`config.mk`:
```
export PLATFORM = sky130hd
export DESIGN_NAME = tiny_dnn_seq
export DESIGN_NICKNAME = d
export VERILOG_FILES = /design/src/rtl/tiny_dnn_seq.sv
export SDC_FILE = /design/constraint.sdc
export NUM_CORES = 1
export LEC_CHECK = 0
export ABC_AREA = 1
export BUFFER_PORTS_ARGS = -buffer_cell sky130_fd_sc_hd__buf_2
export CORE_ASPECT_RATIO = 0.9
export CORE_MARGIN = 2
export CORE_UTILIZATION = 42
export DETAILED_ROUTE_END_ITERATION = 10
export PLACE_DENSITY = 0.81
export SLEW_MARGIN = 10
export SYNTH_ARGS = -nofsm -noshare
export SYNTH_HDL_FRONTEND = slang
export SYNTH_SLANG_ARGS = --single-unit
```
`constraint.sdc`:
```
create_clock -name clk -period 1.7 [get_ports clk]
set_input_delay 0.255 -clock clk [delete_from_list [all_inputs] [get_ports clk]]
set_output_delay 0.255 -clock clk [all_outputs]
set_load 0.02 [all_outputs]
```
`src/rtl/tiny_dnn_seq.sv`:
```
// Host-side sequencer for the tiny_dnn_top accelerator port: weight load, accumulate-run, readback.
// Optional build macro TINY_DNN_SEQ_RELU_EN clamps negative readback sums to +0.0.
module tiny_dnn_seq #(
    parameter int unsigned F_NUM  = 16,
    parameter int unsigned F_SIZE = 512
) (
    input  logic                                      clk,
    input  logic                                      rst,
    input  logic                                      cmd_valid,
    output logic                                      cmd_ready,
    input  logic                                      cmd_op,
    input  logic [$clog2(F_NUM)-1:0]                  cmd_filt,
    input  logic [$clog2(F_SIZE)-1:0]                 cmd_len,
    input  logic                                      s_valid,
    output logic                                      s_ready,
    input  logic [31:0]                               s_data,
    output logic                                      m_valid,
    input  logic                                      m_ready,
    output logic [31:0]                               m_data,
    output logic                                      m_last,
    output logic                                      busy,
    output logic                                      acc_write,
    output logic                                      acc_init,
    output logic                                      acc_exec,
    output logic [$clog2(F_NUM)+$clog2(F_SIZE)-1:0]   acc_a,
    output logic [31:0]                               acc_d,
    input  logic [31:0]                               acc_x
);

    localparam int unsigned FW = $clog2(F_NUM);
    localparam int unsigned IW = $clog2(F_SIZE);

    typedef enum logic [2:0] {StIdle, StLoad, StInit, StExec, StDrain, StRead} state_t;

    state_t          state_q, state_d;
    logic [FW-1:0]   filt_q, filt_d;
    logic [IW-1:0]   len_q, len_d;
    logic [IW-1:0]   idx_q, idx_d;
    logic [FW-1:0]   k_q, k_d;
    logic            drain_q, drain_d;
    logic            rd_vld_q, rd_vld_d;

    always_ff @(posedge clk or posedge rst) begin
        if (rst) begin
            state_q  <= StIdle;
            filt_q   <= '0;
            len_q    <= '0;
            idx_q    <= '0;
            k_q      <= '0;
            drain_q  <= 1'b0;
            rd_vld_q <= 1'b0;
        end else begin
            state_q  <= state_d;
            filt_q   <= filt_d;
            len_q    <= len_d;
            idx_q    <= idx_d;
            k_q      <= k_d;
            drain_q  <= drain_d;
            rd_vld_q <= rd_vld_d;
        end
    end

    always_comb begin
        state_d   = state_q;
        filt_d    = filt_q;
        len_d     = len_q;
        idx_d     = idx_q;
        k_d       = k_q;
        drain_d   = drain_q;
        rd_vld_d  = rd_vld_q;
        cmd_ready = 1'b0;
        s_ready   = 1'b0;
        acc_write = 1'b0;
        acc_init  = 1'b0;
        acc_exec  = 1'b0;
        acc_a     = '0;
        acc_d     = '0;
        m_valid   = 1'b0;
        m_last    = 1'b0;
        unique case (state_q)
            StIdle: begin
                cmd_ready = 1'b1;
                if (cmd_valid) begin
                    filt_d  = cmd_filt;
                    len_d   = cmd_len;
                    idx_d   = '0;
                    state_d = cmd_op ? StInit : StLoad;
                end
            end
            StLoad: begin
                s_ready = 1'b1;
                if (s_valid) begin
                    acc_write = 1'b1;
                    acc_a     = {filt_q, idx_q};
                    acc_d     = s_data;
                    idx_d     = idx_q + 1'b1;
                    if (idx_q == len_q) begin
                        idx_d   = '0;
                        state_d = StIdle;
                    end
                end
            end
            StInit: begin
                acc_init = 1'b1;
                state_d  = StExec;
            end
            StExec: begin
                s_ready = 1'b1;
                if (s_valid) begin
                    acc_exec = 1'b1;
                    acc_a    = {{FW{1'b0}}, idx_q};
                    acc_d    = s_data;
                    idx_d    = idx_q + 1'b1;
                    if (idx_q == len_q) begin
                        idx_d   = '0;
                        drain_d = 1'b0;
                        state_d = StDrain;
                    end
                end
            end
            // Two idle cycles: accelerator operand register, then its registered exec enable.
            StDrain: begin
                drain_d = 1'b1;
                if (drain_q) begin
                    k_d      = '0;
                    rd_vld_d = 1'b0;
                    state_d  = StRead;
                end
            end
            // x lags acc_a by one cycle, so each result alternates a settle cycle and a valid cycle.
            StRead: begin
                acc_a   = {k_q, {IW{1'b0}}};
                m_valid = rd_vld_q;
                m_last  = rd_vld_q && (k_q == FW'(F_NUM - 1));
                if (!rd_vld_q) begin
                    rd_vld_d = 1'b1;
                end else if (m_ready) begin
                    rd_vld_d = 1'b0;
                    k_d      = k_q + 1'b1;
                    if (k_q == FW'(F_NUM - 1)) state_d = StIdle;
                end
            end
            default: state_d = StIdle;
        endcase
    end

`ifdef TINY_DNN_SEQ_RELU_EN
    assign m_data = (rd_vld_q && !acc_x[31]) ? acc_x : 32'h0;
`else
    assign m_data = rd_vld_q ? acc_x : 32'h0;
`endif

    assign busy = (state_q != StIdle);

endmodule

```
======== Word level (Yosys, flattened, before mapping) ========
Cells that the tools add are included.
storage, ports and cells
  flip-flop bits (word level) ............. 31
  logic and storage cells ................. 79
  input port bits ......................... 83
  output and inout bits ................... 85
cells by class
  add/sub/neg operators ................... 2
  mux-type cells .......................... 40
  reduce and logical (&&, ||, !) cells .... 13
  eq/ne operators ......................... 17
operators by type and width
  operator                                                         number
  32-bit two-way mux                                               3
  13-bit case mux with 3 select lines                              1
  9-bit two-way mux                                                4
  3-bit two-way mux                                                9
  2-bit != test, second input constant                             9
  3-bit case mux with 6 select lines                               1
  9-bit case mux with 2 select lines                               1
  1-bit two-way mux                                                13
  13-bit two-way mux                                               1
  4-bit two-way mux                                                3
  9-bit by 1-bit adder with 9-bit output, second input constant    1
  9-bit == test                                                    1
  9-bit AND reduction                                              1
  4-bit case mux with 2 select lines                               1
  3-bit by 2-bit == test with 1-bit output, second input constant  2
  3-bit == test, second input constant                             2
  3-bit AND reduction                                              2
  2-bit nonzero test                                               3
  4-bit by 1-bit adder with 4-bit output, second input constant    1
  4-bit == test, second input constant                             1
  1-bit case mux with 2 select lines                               2
  2-bit AND reduction                                              2
  4-bit AND reduction                                              1
  3-bit by 1-bit == test with 1-bit output, second input constant  1
  6 further kinds                                                  6

======== Longest topological paths before layout ========
  depth after elaboration ................. 5
  depth in mapped cells ................... 10
  gate-level depth less buffers ........... 10

======== Worst setup path before layout ========
No wires, ideal clock.
  path kind ............................... flip-flop to output port
  start ................................... reg state_q[1]
  end ..................................... out acc_a[10]
  path slack .............................. 0.029 ns
  buffers on the path ..................... 0
  data arrival time ....................... 1.416 ns
  required time ........................... 1.445 ns
  stages on the path, launching flop included .. 6
  path through ............................ dfrtp_1 -> inv_2 -> nand3_2 -> nor2_1 -> nand2_1 -> o21ai_0
on the way
  cells in the longest elaborated chain, start to end .. 2
  elaborated cells on any way between the ends .. 4
  classes of those cells .................. eq/ne (3); mux (1)
ends and longest elaborated chain
  item                                         RTL line  source
  start: declaration                           35        state_t state_q, state_d;
  start signal: assignment                     45        state_q <= StIdle;
  start signal: assignment                     53        state_q <= state_d;
  3-bit == test, or another cell as far along  80        unique case (state_q)
  13-bit case mux with 3 select lines *        80
  end: declaration                             25        output logic [$clog2(F_NUM)+$clog2(F_SIZE)-1:0] acc_a,
Mark *: on every way between the ends. The rest lies on a longest branch, timed or not.

======== Final worst setup path ========
  start ................................... reg state_q[0]
  end ..................................... out acc_init
on the way
  cells in the longest elaborated chain, start to end .. 2
ends and longest elaborated chain
  item                                      RTL line  source
  3-bit by 2-bit == test with 1-bit output  80
  1-bit two-way mux                         80
  end: declaration                          23        output logic acc_init,
No other way between the ends.

==> metrics.cfg <==
[global_routing]
grt_use_met3_pct=5.63
antenna_found_initial=0
grt_util_all_layers_pct=24.5
grt_pass1_vias=2754
grt_max_degree=33
busiest_layer=met2
met2_usage_pct=43.5
grt_pass1_wl_um=12900
grt-ovfl-total=0
use_met1_pct=29.1

[worst_setup_path]
critPathSlowestCell=dfrtp_2
path_cells=buf_4, nor3_1, buf_2
crit_path_max_fanout=5
max_stage_delay_ns=0.47
crit_path_end_kind=output port
crit_path_start_kind=flip-flop
cp.arrival_ns=1.53
critical_path_class=flip-flop to output port
critPathRequiredTime_ns=1.44

[power]
p_sw_mw=2.72
power_density_nw_per_um2=1390
p_seq_share_pct=22.5
pwr-share-comb_pct=65.6
clockPowerShare_pct=11.9
peakVddDrop_mv=0.988
internal_power_mw=2.86
swShare_pct=48.7
power_mw=5.58
p_leak_nw=2.49

[synth]
ys_async_sr_fraction_pct=100
synth_largest_area_cell=dfrtp_1
syn_area_per_cell_um2=6.65
synth.distinct_cells=35
synth_cells=368
synth_top_area_share_pct=31.7
syn_nets=453
synth-edff-count=0
ys_warn_count=0
ys_ff_latch=31
ys.flop_type=dfrtp_1
yosys-top-cells-area=dfrtp_1, inv_1, nand2_1
synth.cell_area_um2=2450
ys_seq_area_share_pct=31.7

[floorplanning]
num_io_pins=168
coreArea_um2=5660
rows=26
start_util_pct=43.2
die_h_um=76.4
die_w_um=84.4
die_area_um2=6450

[clock_network]
cts.hold.buffers_added=0
clk_latency_ns=0.28
cts.sinks=31
cts_htree_levels=2
clkTransAtPathRegs_ns=0.07
root_buffer=clkbuf_8
cts_buffers=5
clk_path_buf_depth=2
cts_tree=done

[placement]
numPlacedInstances=602
hpwl_um=5610
dpl_worst_slack_ns=-0.0682
globalplace.congestion=0.870
numPortBuffers=167

[sta]
slew_headroom_pct=71.6
fin_crit_ns=1.78
worstMarginPinSlew_ns=0.427
rsz0062_at_grt=yes
hold_ws_ns=0.0372
setup_viol=45
final_max_slew_viol_count=0
fin_crit_sh_pct=105
max_freq_mhz=560
finalHoldViolations=0
setup_slack_ns=-0.0843
skew_ns=0.00264

[status]
status=finished, violations left
violations=setup timing

[detailed_routing]
routed_wl_um=8510
via_count=3051
dr.pass1.iters=5
post-route-drc-count=0
final_antenna_net_count=0
drtIter0Drc=183
vias_per_cell=4.84
wl_per_cell_um=13.5

[finish]
fillers=394
nets=645
syn_to_final_growth_pct=64.0
drive_gt1_share_pct=50.8
num_antenna_cells=0
final_cells=631

[job]
maxCapViolations=0

[hold_path]
hold_class=input pin to asynchronous set/reset pin

==> metrics by stage <==
step	util, %	setup TNS (ns)	area [um^2]
floorplan	-	0	2450
global placement	59.6	0	3380
detailed placement	59.6	-0.386	3380
CTS	66.1	-1.69	3740
global route	70.9	-5.20	4010
finish	70.9	-1.67	4010
==> sequential cells by signal (all words and copies together), names as in the netlist <==
| name | flops |
|---|---|
| filt_q | 4 |
| idx_q | 9 |
| k_q | 4 |
| state_q | 3 |
| drain_q | 1 |
| rd_vld_q | 1 |
| len_q | 9 |
==> placed cells by master (no fill, tap or decap), types with 2 or more instances in the layout <==
master,count
buf_2,124
inv_1,88
nand2_1,86
buf_4,58
dfrtp_1,28
nor2_1,27
nor2_2,25
nand3_1,15
buf_6,13
xnor2_1,7
nand2_2,7
a21oi_1,7
nor2_4,7
clkbuf_8,7
nand2_8,6
mux2_4,6
mux2_2,5
nand4_1,4
o21ai_2,4
o21ai_0,4
nand3_4,3
nand2_4,3
xor2_1,3
dfrtp_2,3
inv_2,2
inv_4,2
nor3_1,2
o21ai_1,2
ha_1,2
==> power by group through the flow <==
stage,registers (mW),logic [mW],clock network [mW]
final,1.25,3.66,0.664
after global routing,1.29,3.94,0.714
after CTS,1.24,3.28,0.676
after detailed placement,1.26,2.85,0
after global placement,1.24,2.76,0
after floorplan,1.17,2.12,0
==> cell families (layout without fill, tap and decap cells) <==
logic type / Yosys count / count (layout) / share of synthesized area, %
AOI/OAI and AO/OA: 21 / 21 / 5.58
xor gates and xnor gates: 10 / 10 / 3.58
adders and majority gates: 2 / 2 / 1.02
buffers and inverters: 107 / 297 / 18.0
DFF: 31 / 31 / 31.7
muxes: 11 / 11 / 5.98
and+or+nand+nor: 186 / 189 / 34.1
==> cell type report <==
cell class / instances / area (um^2) / share of cell area [%]
inverters: 93 / 359 / 8.95
flip-flops and latches: 31 / 779 / 19.4
well taps: 70 / 87.6 / 2.18
repair buffers: 196 / 1220 / 30.5
clock buffers: 7 / 96.3 / 2.40
clock inverters: 1 / 7.51 / 0.187
multi-input cells: 233 / 1460 / 36.4
==> worst max-delay path, delay by kind of cell, from the launching register on <==
| family | cells | cell delay, ns |
|---|---|---|
| buffers and inverters | 2 | 0.43 |
| flip-flops | 1 | 0.47 |
| AND/OR/NAND/NOR | 1 | 0.35 |
==> synth_stat cells, drive strengths merged (2+ instances only) <==
library cell  instances
nor2                 59
nand2                99
o21ai                10
inv                  93
xor2                  3
xnor2                 7
buf                  13
mux2                 11
a21oi                 9
nand4                 4
nand3                19
nor3                  3
ha                    2
dfrtp                31
==> path summary, 6_finish.rpt <==
kind | start | slack (ns) | to | cells past startpoint
max | state_q[0] | -0.08 | acc_init | 3
min in group clk | cmd_len[4] | 0.20 | len_q[4] | 2
min | rst | 0.04 | k_q[3] | 3
max in group asynchronous | rst | 1.34 | state_q[0] | 3
max reg2reg | state_q[0] | 0.02 | state_q[1] | 10
min reg2reg | drain_q | 0.50 | drain_q | 2
==> per-layer routing <==
| metal | part of all wire (%) | vias to the layer above |
|---|---|---|
| met5 | 0 | - |
| li1 | - | 1463 |
| met1 | 39 | 1414 |
| met2 | 51 | 160 |
| met3 | 8.0 | 14 |
| met4 | 1.6 | 0 |
==> what timing repair did <==
item	in CTS	in global routing
gates cloned	3	0
setup buffers	7	11
pin swaps	3	6
resized for setup	57	59
endpoints found under the setup margin	58	73
No activity file was read; power rests on OpenSTA's default activity.
